[config.mk]
export PLATFORM = sky130hd
export DESIGN_NAME = fp_mul_half_pipe
export DESIGN_NICKNAME = d
export VERILOG_FILES = /design/src/rtl/fp_mul_half_pipe.sv
export SDC_FILE = /design/constraint.sdc
export NUM_CORES = 2
export LEC_CHECK = 0
export ABC_CLOCK_PERIOD_IN_PS = 6350
export BUFFER_PORTS_ARGS = -buffer_cell sky130_fd_sc_hd__clkbuf_2
export CAP_MARGIN = 5
export CORE_MARGIN = 2
export CORE_UTILIZATION = 58
export DETAILED_ROUTE_END_ITERATION = 10
export GPL_TIMING_DRIVEN = 0
export HOLD_SLACK_MARGIN = 0.05
export PLACE_DENSITY = 0.82
export SLEW_MARGIN = 20
export SYNTH_ARGS = -nofsm -noshare
export SYNTH_HDL_FRONTEND = slang
export SYNTH_SLANG_ARGS = --single-unit
[constraint.sdc]
create_clock -name clk -period 6.35 [get_ports clk]
set_input_delay 1.27 -clock clk [delete_from_list [all_inputs] [get_ports clk]]
set_output_delay 1.27 -clock clk [all_outputs]
set_load 0.05 [all_outputs]
[src/rtl/fp_mul_half_pipe.sv]
// Pipelined 0.5*a*b on sign-less IEEE-754 singles for the inverse-sqrt Newton step.
// Latency 3 cycles, one result per cycle; no backpressure (ready only marks valid output).
// FP_MUL_ROUND_NEAREST_EN selects round-to-nearest-even; otherwise the result is truncated.
module fp_mul_half_pipe #(
   parameter int LATENCY = 3,
   parameter int DELAY_W = 31
) (
   input  logic               clk,
   input  logic               rst,
   input  logic               valid,
   input  logic [30:0]        a,
   input  logic [30:0]        b,
   input  logic [DELAY_W-1:0] delay_in,
   input  logic               error_in,
   output logic [30:0]        prod,
   output logic [DELAY_W-1:0] delay_out,
   output logic               ready,
   output logic               error_out
);

   if (LATENCY != 3) begin : g_bad_latency
      $error("fp_mul_half_pipe: LATENCY must be 3");
   end

   // Truncation never looks below the result LSB, so the low product bits are not kept.
`ifdef FP_MUL_ROUND_NEAREST_EN
   localparam int PLSB = 0;
`else
   localparam int PLSB = 23;
`endif

   typedef logic [47:PLSB] prod_t;

   typedef struct packed {
      logic [23:0]        ma;
      logic [23:0]        mb;
      logic [9:0]         se;
      logic               zero;
      logic               special;
      logic               err;
      logic [DELAY_W-1:0] dly;
   } s1_t;

   typedef struct packed {
      prod_t              p;
      logic [9:0]         se;
      logic               zero;
      logic               special;
      logic               err;
      logic [DELAY_W-1:0] dly;
   } s2_t;

   logic        s1_vld, s2_vld;
   s1_t         s1, s1_d;
   s2_t         s2, s2_d;
   logic [30:0] prod_d;
   logic        err_d;
   logic [22:0] frac;
   logic signed [9:0] e;

   // Stage 1 decode: the -128 folds the 0.5 factor into the exponent bias.
   always_comb begin
      s1_d.ma      = {1'b1, a[22:0]};
      s1_d.mb      = {1'b1, b[22:0]};
      s1_d.se      = 10'({2'b00, a[30:23]} + {2'b00, b[30:23]} - 10'd128);
      s1_d.zero    = (a[30:23] == 8'h00) || (b[30:23] == 8'h00);
      s1_d.special = (a[30:23] == 8'hFF) || (b[30:23] == 8'hFF);
      s1_d.err     = error_in;
      s1_d.dly     = delay_in;
   end

   always_comb begin
      s2_d.p       = prod_t'(({24'd0, s1.ma} * {24'd0, s1.mb}) >> PLSB);
      s2_d.se      = s1.se;
      s2_d.zero    = s1.zero;
      s2_d.special = s1.special;
      s2_d.err     = s1.err;
      s2_d.dly     = s1.dly;
   end

`ifdef FP_MUL_ROUND_NEAREST_EN
   logic guard, sticky;
`endif

   always_comb begin
      prod_d = '0;
      err_d  = s2.err;
      if (s2.p[47]) begin
         frac = s2.p[46:24];
         e    = $signed(s2.se) + 10'sd1;
      end else begin
         frac = s2.p[45:23];
         e    = $signed(s2.se);
      end
`ifdef FP_MUL_ROUND_NEAREST_EN
      guard  = s2.p[47] ? s2.p[23] : s2.p[22];
      sticky = s2.p[47] ? (|s2.p[22:0]) : (|s2.p[21:0]);
      if (guard && (sticky || frac[0])) begin
         // Mantissa carry-out renormalises to 1.0 at the next exponent.
         if (&frac) begin
            frac = '0;
            e    = e + 10'sd1;
         end else begin
            frac = frac + 23'd1;
         end
      end
`endif
      if (s2.special) begin
         prod_d = 31'h7F80_0000;
         err_d  = 1'b1;
      end else if (s2.zero) begin
         prod_d = '0;
      end else if (e >= 10'sd255) begin
         prod_d = 31'h7F80_0000;
         err_d  = 1'b1;
      end else if (e <= 10'sd0) begin
         prod_d = '0;
      end else begin
         prod_d = {e[7:0], frac};
      end
   end

   // Data registers load only behind a valid token so delay stays paired with its product.
   always_ff @(posedge clk) begin
      if (rst) begin
         s1_vld    <= 1'b0;
         s2_vld    <= 1'b0;
         s1        <= '0;
         s2        <= '0;
         ready     <= 1'b0;
         prod      <= '0;
         delay_out <= '0;
         error_out <= 1'b0;
      end else begin
         s1_vld <= valid;
         s2_vld <= s1_vld;
         ready  <= s2_vld;
         if (valid)  s1 <= s1_d;
         if (s1_vld) s2 <= s2_d;
         if (s2_vld) begin
            prod      <= prod_d;
            delay_out <= s2.dly;
            error_out <= err_d;
         end
      end
   end

endmodule
==> report_table.html <==
<table>
<tr><th>Metric</th><th>Value</th></tr>
<tr><th colspan="2">Floorplanning</th></tr>
<tr><td>Count of standard-cell rows</td><td>80</td></tr>
<tr><td>Y dimension of the die</td><td>222 um</td></tr>
<tr><td>Initial cell density of the core</td><td>0.583</td></tr>
<tr><td>Horiz. Die Dim</td><td>222 um</td></tr>
<tr><td>DIE AREA</td><td>0.0494 mm2</td></tr>
<tr><td>Placeable core region</td><td>0.0474 mm2</td></tr>
<tr><td>I/O pin total</td><td>161</td></tr>
<tr><th colspan="2">Drt</th></tr>
<tr><td>Post-detailed-routing wire length</td><td>97800 um</td></tr>
<tr><td>Vias per inst</td><td>5.97</td></tr>
<tr><td>Initial drt markers</td><td>2649</td></tr>
<tr><td>Residual DRC count</td><td>0</td></tr>
<tr><td>Per-cell routed wire length</td><td>24.2 um</td></tr>
<tr><td>Residual antenna-violating net count after detailed routing</td><td>1</td></tr>
<tr><td>First drt pass iteration count</td><td>9</td></tr>
<tr><td>Via Count</td><td>24100</td></tr>
<tr><th colspan="2">Synthesis</th></tr>
<tr><td>Seq/Total Area, Yosys</td><td>0.164</td></tr>
<tr><td>Average footprint of a synthesized cell</td><td>9.15 um2</td></tr>
<tr><td>Synth unique cells</td><td>79</td></tr>
<tr><td>Post-synth EDFFs</td><td>0</td></tr>
<tr><td>Syn_nets</td><td>3789</td></tr>
<tr><td>Post-synthesis register bit count</td><td>226</td></tr>
<tr><td>Post-synthesis cell count</td><td>3024</td></tr>
<tr><td>Post-synthesis async set-or-reset flop share</td><td>0</td></tr>
<tr><td>Number of warnings issued by yosys</td><td>0</td></tr>
<tr><td>Post-Syn Area</td><td>0.0277 mm2</td></tr>
<tr><td>Top FF cell, synth</td><td>sky130_fd_sc_hd__dfxtp_1</td></tr>
<tr><th colspan="2">Power</th></tr>
<tr><td>Total power density per cell area</td><td>170 mW/mm2</td></tr>
<tr><td>Combinational share of power</td><td>0.479</td></tr>
<tr><td>Switching Share</td><td>0.398</td></tr>
<tr><td>Leakage dissipation</td><td>16.5 nW</td></tr>
<tr><td>Post-route total power</td><td>5.77 mW</td></tr>
<tr><td>Part of the total power dissipated in the clock network</td><td>0.247</td></tr>
<tr><td>Sequential power share</td><td>0.274</td></tr>
<tr><td>Switching power of the nets</td><td>2.29 mW</td></tr>
<tr><td>Internal power component</td><td>3.47 mW</td></tr>
<tr><td>Maximum resistive drop on vdd</td><td>0.000229 V</td></tr>
<tr><th colspan="2">Worst setup path</th></tr>
<tr><td>Startpoint kind of the worst setup timing path</td><td>register</td></tr>
<tr><td>Endpoint arrival time on the critical path</td><td>7.40 ns</td></tr>
<tr><td>Critical path required time</td><td>6.76 ns</td></tr>
<tr><td>Worst path slowest cell</td><td>sky130_fd_sc_hd__fa_1</td></tr>
<tr><td>Most common cell on crit path</td><td>sky130_fd_sc_hd__fa_1</td></tr>
<tr><td>Largest fanout on the critical path</td><td>6</td></tr>
<tr><td>Cell family with the largest share of critical-path delay</td><td>adder cells</td></tr>
<tr><td>Kind of critical path</td><td>register to register</td></tr>
<tr><td>Longest individual stage delay on the worst path</td><td>0.54 ns</td></tr>
<tr><td>WP buf/inv</td><td>7</td></tr>
<tr><td>Critical path capture point type</td><td>register</td></tr>
<tr><th colspan="2">Status</th></tr>
<tr><td>Failing checks</td><td>antenna rules, setup timing</td></tr>
<tr><td>Status</td><td>finished, violations left</td></tr>
<tr><th colspan="2">Final layout</th></tr>
<tr><td>Layout Area Growth over Synthesis</td><td>22.9%</td></tr>
<tr><td>Area of the multi-input gates</td><td>0.0212 mm2</td></tr>
<tr><td>Net count reported at finish</td><td>4157</td></tr>
<tr><td>Flip-flop and latch area</td><td>0.00470 mm2</td></tr>
<tr><td>Finished Core Util</td><td>0.716</td></tr>
<tr><td>Share of layout cells above drive strength 1</td><td>0.226</td></tr>
<tr><td>Filler cell count in the final layout</td><td>3068</td></tr>
<tr><th colspan="2">Timing</th></tr>
<tr><td>Final hold violation count</td><td>0</td></tr>
<tr><td>Final Slew Violations</td><td>0</td></tr>
<tr><td>Final worst hold slack</td><td>0.469 ns</td></tr>
<tr><td>RSZ-0062 raised after global routing</td><td>true</td></tr>
<tr><td>Time the worst path needs with I/O delays and setup</td><td>6.99 ns</td></tr>
<tr><td>Worst setup slack after layout</td><td>-0.640 ns</td></tr>
<tr><td>Period utilisation layout</td><td>1.10</td></tr>
<tr><td>Endpoints failing setup</td><td>24</td></tr>
<tr><td>Max Clk Rate</td><td>143 MHz</td></tr>
<tr><td>Pin slew with the least headroom to its limit</td><td>1.18 ns</td></tr>
<tr><td>Clock skew after layout</td><td>0.0466 ns</td></tr>
<tr><td>Tightest slew margin relative to the limit</td><td>0.214</td></tr>
<tr><th colspan="2">Global route</th></tr>
<tr><td>Global Route Usage Sum</td><td>0.365</td></tr>
<tr><td>Pin count of the biggest net entering global routing</td><td>15</td></tr>
<tr><td>First-pass GRT wire length</td><td>138000 um</td></tr>
<tr><td>Leftover overflow at the end of global routing</td><td>0</td></tr>
<tr><td>Via count of the first global-routing pass</td><td>24500</td></tr>
<tr><td>Antenna violations before repair</td><td>9</td></tr>
<tr><th colspan="2">Placed design</th></tr>
<tr><td># port buffers</td><td>158</td></tr>
<tr><td>GPL Wtd Cong</td><td>1.01</td></tr>
<tr><td>Post-Place Worst Slack</td><td>-1.23 ns</td></tr>
<tr><td>DP Wirelength</td><td>63800 um</td></tr>
<tr><th colspan="2">Clocking</th></tr>
<tr><td>Number of sinks driven by the clock tree</td><td>226</td></tr>
<tr><td>Maximum buffer depth of the clock tree</td><td>3</td></tr>
<tr><td># H-tree levels</td><td>1</td></tr>
<tr><td>Clock slew at reported path FFs</td><td>0.06 ns</td></tr>
<tr><td>Number of clock buffers inserted by TritonCTS</td><td>24</td></tr>
<tr><td>Total of hold buffers inserted after clock tree synthesis</td><td>0</td></tr>
<tr><td>Cell at the root of the clock tree</td><td>sky130_fd_sc_hd__clkbuf_16</td></tr>
<tr><td>TritonCTS clock tree</td><td>yes</td></tr>
<tr><td>Clock latency reported for the late side of the worst-skew pair</td><td>0.58 ns</td></tr>
<tr><th colspan="2">Flow run</th></tr>
<tr><td>Total of max-cap violations</td><td>0</td></tr>
<tr><th colspan="2">Worst hold path</th></tr>
<tr><td>Classification of the worst-slack hold path</td><td>register to register</td></tr>
</table>
==> power groups by stage <==
stage	Clock (mW)	Combinational (mW)	Sequential, mW
floorplan	0	1.31	1.58
global placement	0	1.85	1.61
detailed placement	0	1.88	1.61
CTS	1.42	2.32	1.57
global route	1.48	2.92	1.58
finish	1.42	2.76	1.58
==> synthesized netlist by cell type (7+ instances only) <==
library cell	number	area, um2
sky130_fd_sc_hd__a21oi_1	67	335
sky130_fd_sc_hd__o21bai_1	10	75.1
sky130_fd_sc_hd__nor4_1	7	43.8
sky130_fd_sc_hd__nand3_1	12	60.1
sky130_fd_sc_hd__fa_1	482	9650
sky130_fd_sc_hd__nand2_1	342	1280
sky130_fd_sc_hd__xnor2_1	25	219
sky130_fd_sc_hd__nor2_1	229	860
sky130_fd_sc_hd__o21ai_0	23	115
sky130_fd_sc_hd__clkbuf_1	148	556
sky130_fd_sc_hd__nand2b_1	11	68.8
sky130_fd_sc_hd__a21o_1	23	173
sky130_fd_sc_hd__mux2i_1	172	1720
sky130_fd_sc_hd__o21a_1	8	60.1
sky130_fd_sc_hd__and2_1	279	1750
sky130_fd_sc_hd__inv_1	565	2120
sky130_fd_sc_hd__mux2_2	23	259
sky130_fd_sc_hd__a211oi_1	16	120
sky130_fd_sc_hd__xor2_1	14	123
sky130_fd_sc_hd__ha_1	186	2330
sky130_fd_sc_hd__nand4_1	16	100
sky130_fd_sc_hd__dfxtp_1	226	4520
sky130_fd_sc_hd__nor2b_1	27	169
==> worst reg2reg max path, cell delays in order (launching register included) <==
cell and delay (ns):
sky130_fd_sc_hd__dfxtp_4 0.46, sky130_fd_sc_hd__clkbuf_16 0.19, sky130_fd_sc_hd__buf_6 0.11, sky130_fd_sc_hd__nand2_1 0.07, sky130_fd_sc_hd__fa_1 0.52, sky130_fd_sc_hd__inv_1 0.06
sky130_fd_sc_hd__fa_1 0.49, sky130_fd_sc_hd__inv_1 0.06, sky130_fd_sc_hd__fa_1 0.49, sky130_fd_sc_hd__fa_1 0.54, sky130_fd_sc_hd__inv_1 0.09, sky130_fd_sc_hd__fa_1 0.54
sky130_fd_sc_hd__fa_1 0.51, sky130_fd_sc_hd__inv_1 0.06, sky130_fd_sc_hd__fa_1 0.49, sky130_fd_sc_hd__inv_1 0.07, sky130_fd_sc_hd__ha_4 0.25, sky130_fd_sc_hd__a21oi_1 0.24
sky130_fd_sc_hd__nand2_1 0.13, sky130_fd_sc_hd__a311oi_2 0.39, sky130_fd_sc_hd__o32a_1 0.26, sky130_fd_sc_hd__o211a_1 0.25, sky130_fd_sc_hd__o221ai_2 0.15, sky130_fd_sc_hd__a21oi_2 0.16
sky130_fd_sc_hd__xor2_1 0.19, sky130_fd_sc_hd__o21ai_1 0.08
==> path summary, 6_finish.rpt <==
kind          start  endpoint  slack, ns  depth (start not counted)
max          s1[84]    s2[66]      -0.64                         25
min          s1[41]    s1[41]       0.47                          2
max reg2reg  s1[84]    s2[66]      -0.64                         25
min reg2reg  s1[41]    s1[41]       0.47                          2
==> routing by layer <==
metal	up-vias	global-route usage	share of wire
met2	1936	0.574	0.44
met3	697	0.135	0.14
met1	11500	0.420	0.32
met4	6	0.235	0.093
met5	-	0	0.00040
li1	9940	-	-
==> timing repair <==
item,4_1_cts,5_1_grt
setup endpoints to repair,25,25
cloned,2,2
buffers inserted,121,68
pin swaps,87,137
resized for setup,438,167
==> kinds of logic (layout without fill, tap and decap cells) <==
family | count (synthesis) | after routing | share of synthesized area
AOI/OAI and AO/OA | 203 | 203 | 0.0504
xor gates and xnor gates | 39 | 39 | 0.0124
adders and majority gates | 668 | 668 | 0.433
buffers and inverters | 734 | 1118 | 0.102
DFF | 226 | 226 | 0.164
muxes | 195 | 195 | 0.0716
other | 0 | 13 | 0
and+or+nand+nor | 959 | 959 | 0.167
==> cell usage in the layout (no fill, tap or decap), types with 24 or more instances in the layout <==
master and instances:
sky130_fd_sc_hd__inv_1 534, sky130_fd_sc_hd__buf_6 35, sky130_fd_sc_hd__and2_1 264, sky130_fd_sc_hd__fa_2 35, sky130_fd_sc_hd__clkbuf_1 53, sky130_fd_sc_hd__clkbuf_8 43
sky130_fd_sc_hd__dfxtp_1 179, sky130_fd_sc_hd__a21oi_1 55, sky130_fd_sc_hd__inv_2 31, sky130_fd_sc_hd__fa_1 447, sky130_fd_sc_hd__buf_4 152, sky130_fd_sc_hd__ha_1 161
sky130_fd_sc_hd__clkbuf_2 163, sky130_fd_sc_hd__ha_4 24, sky130_fd_sc_hd__nor2b_1 27, sky130_fd_sc_hd__dfxtp_4 45, sky130_fd_sc_hd__nand2_1 322, sky130_fd_sc_hd__clkbuf_16 58
sky130_fd_sc_hd__nor2_1 227, sky130_fd_sc_hd__mux2i_1 171
==> sequential cells by signal, summed over array words and instances, names as in the netlist <==
name and count:
error_out 1, s1_vld 1, delay_out 31, s2_vld 1, ready 1, prod 31, s2 69, s1 91
==> through the flow <==
step	instance area (um2)	instances	setup TNS, ns
6_report	34000	4036	-8.91
5_1_grt	33900	4023	-13.50
4_1_cts	32900	3958	-4.78
3_5_place_dp	29400	3797	-21.25
3_3_place_gp	29400	3797	-20.23
2_1_floorplan	27800	3024	0
==> final cells by class <==
class                      instances  area share
inverter                         565      0.0624
sequential                       226       0.138
clock buffer                      34      0.0209
timing repair buffer             350      0.0730
tap                              615      0.0226
buffer                           161      0.0573
antenna                           13    0.000957
multi-input combinational       2064       0.623
clock inverter                     8     0.00177
(Power assumes the default switching activity.)
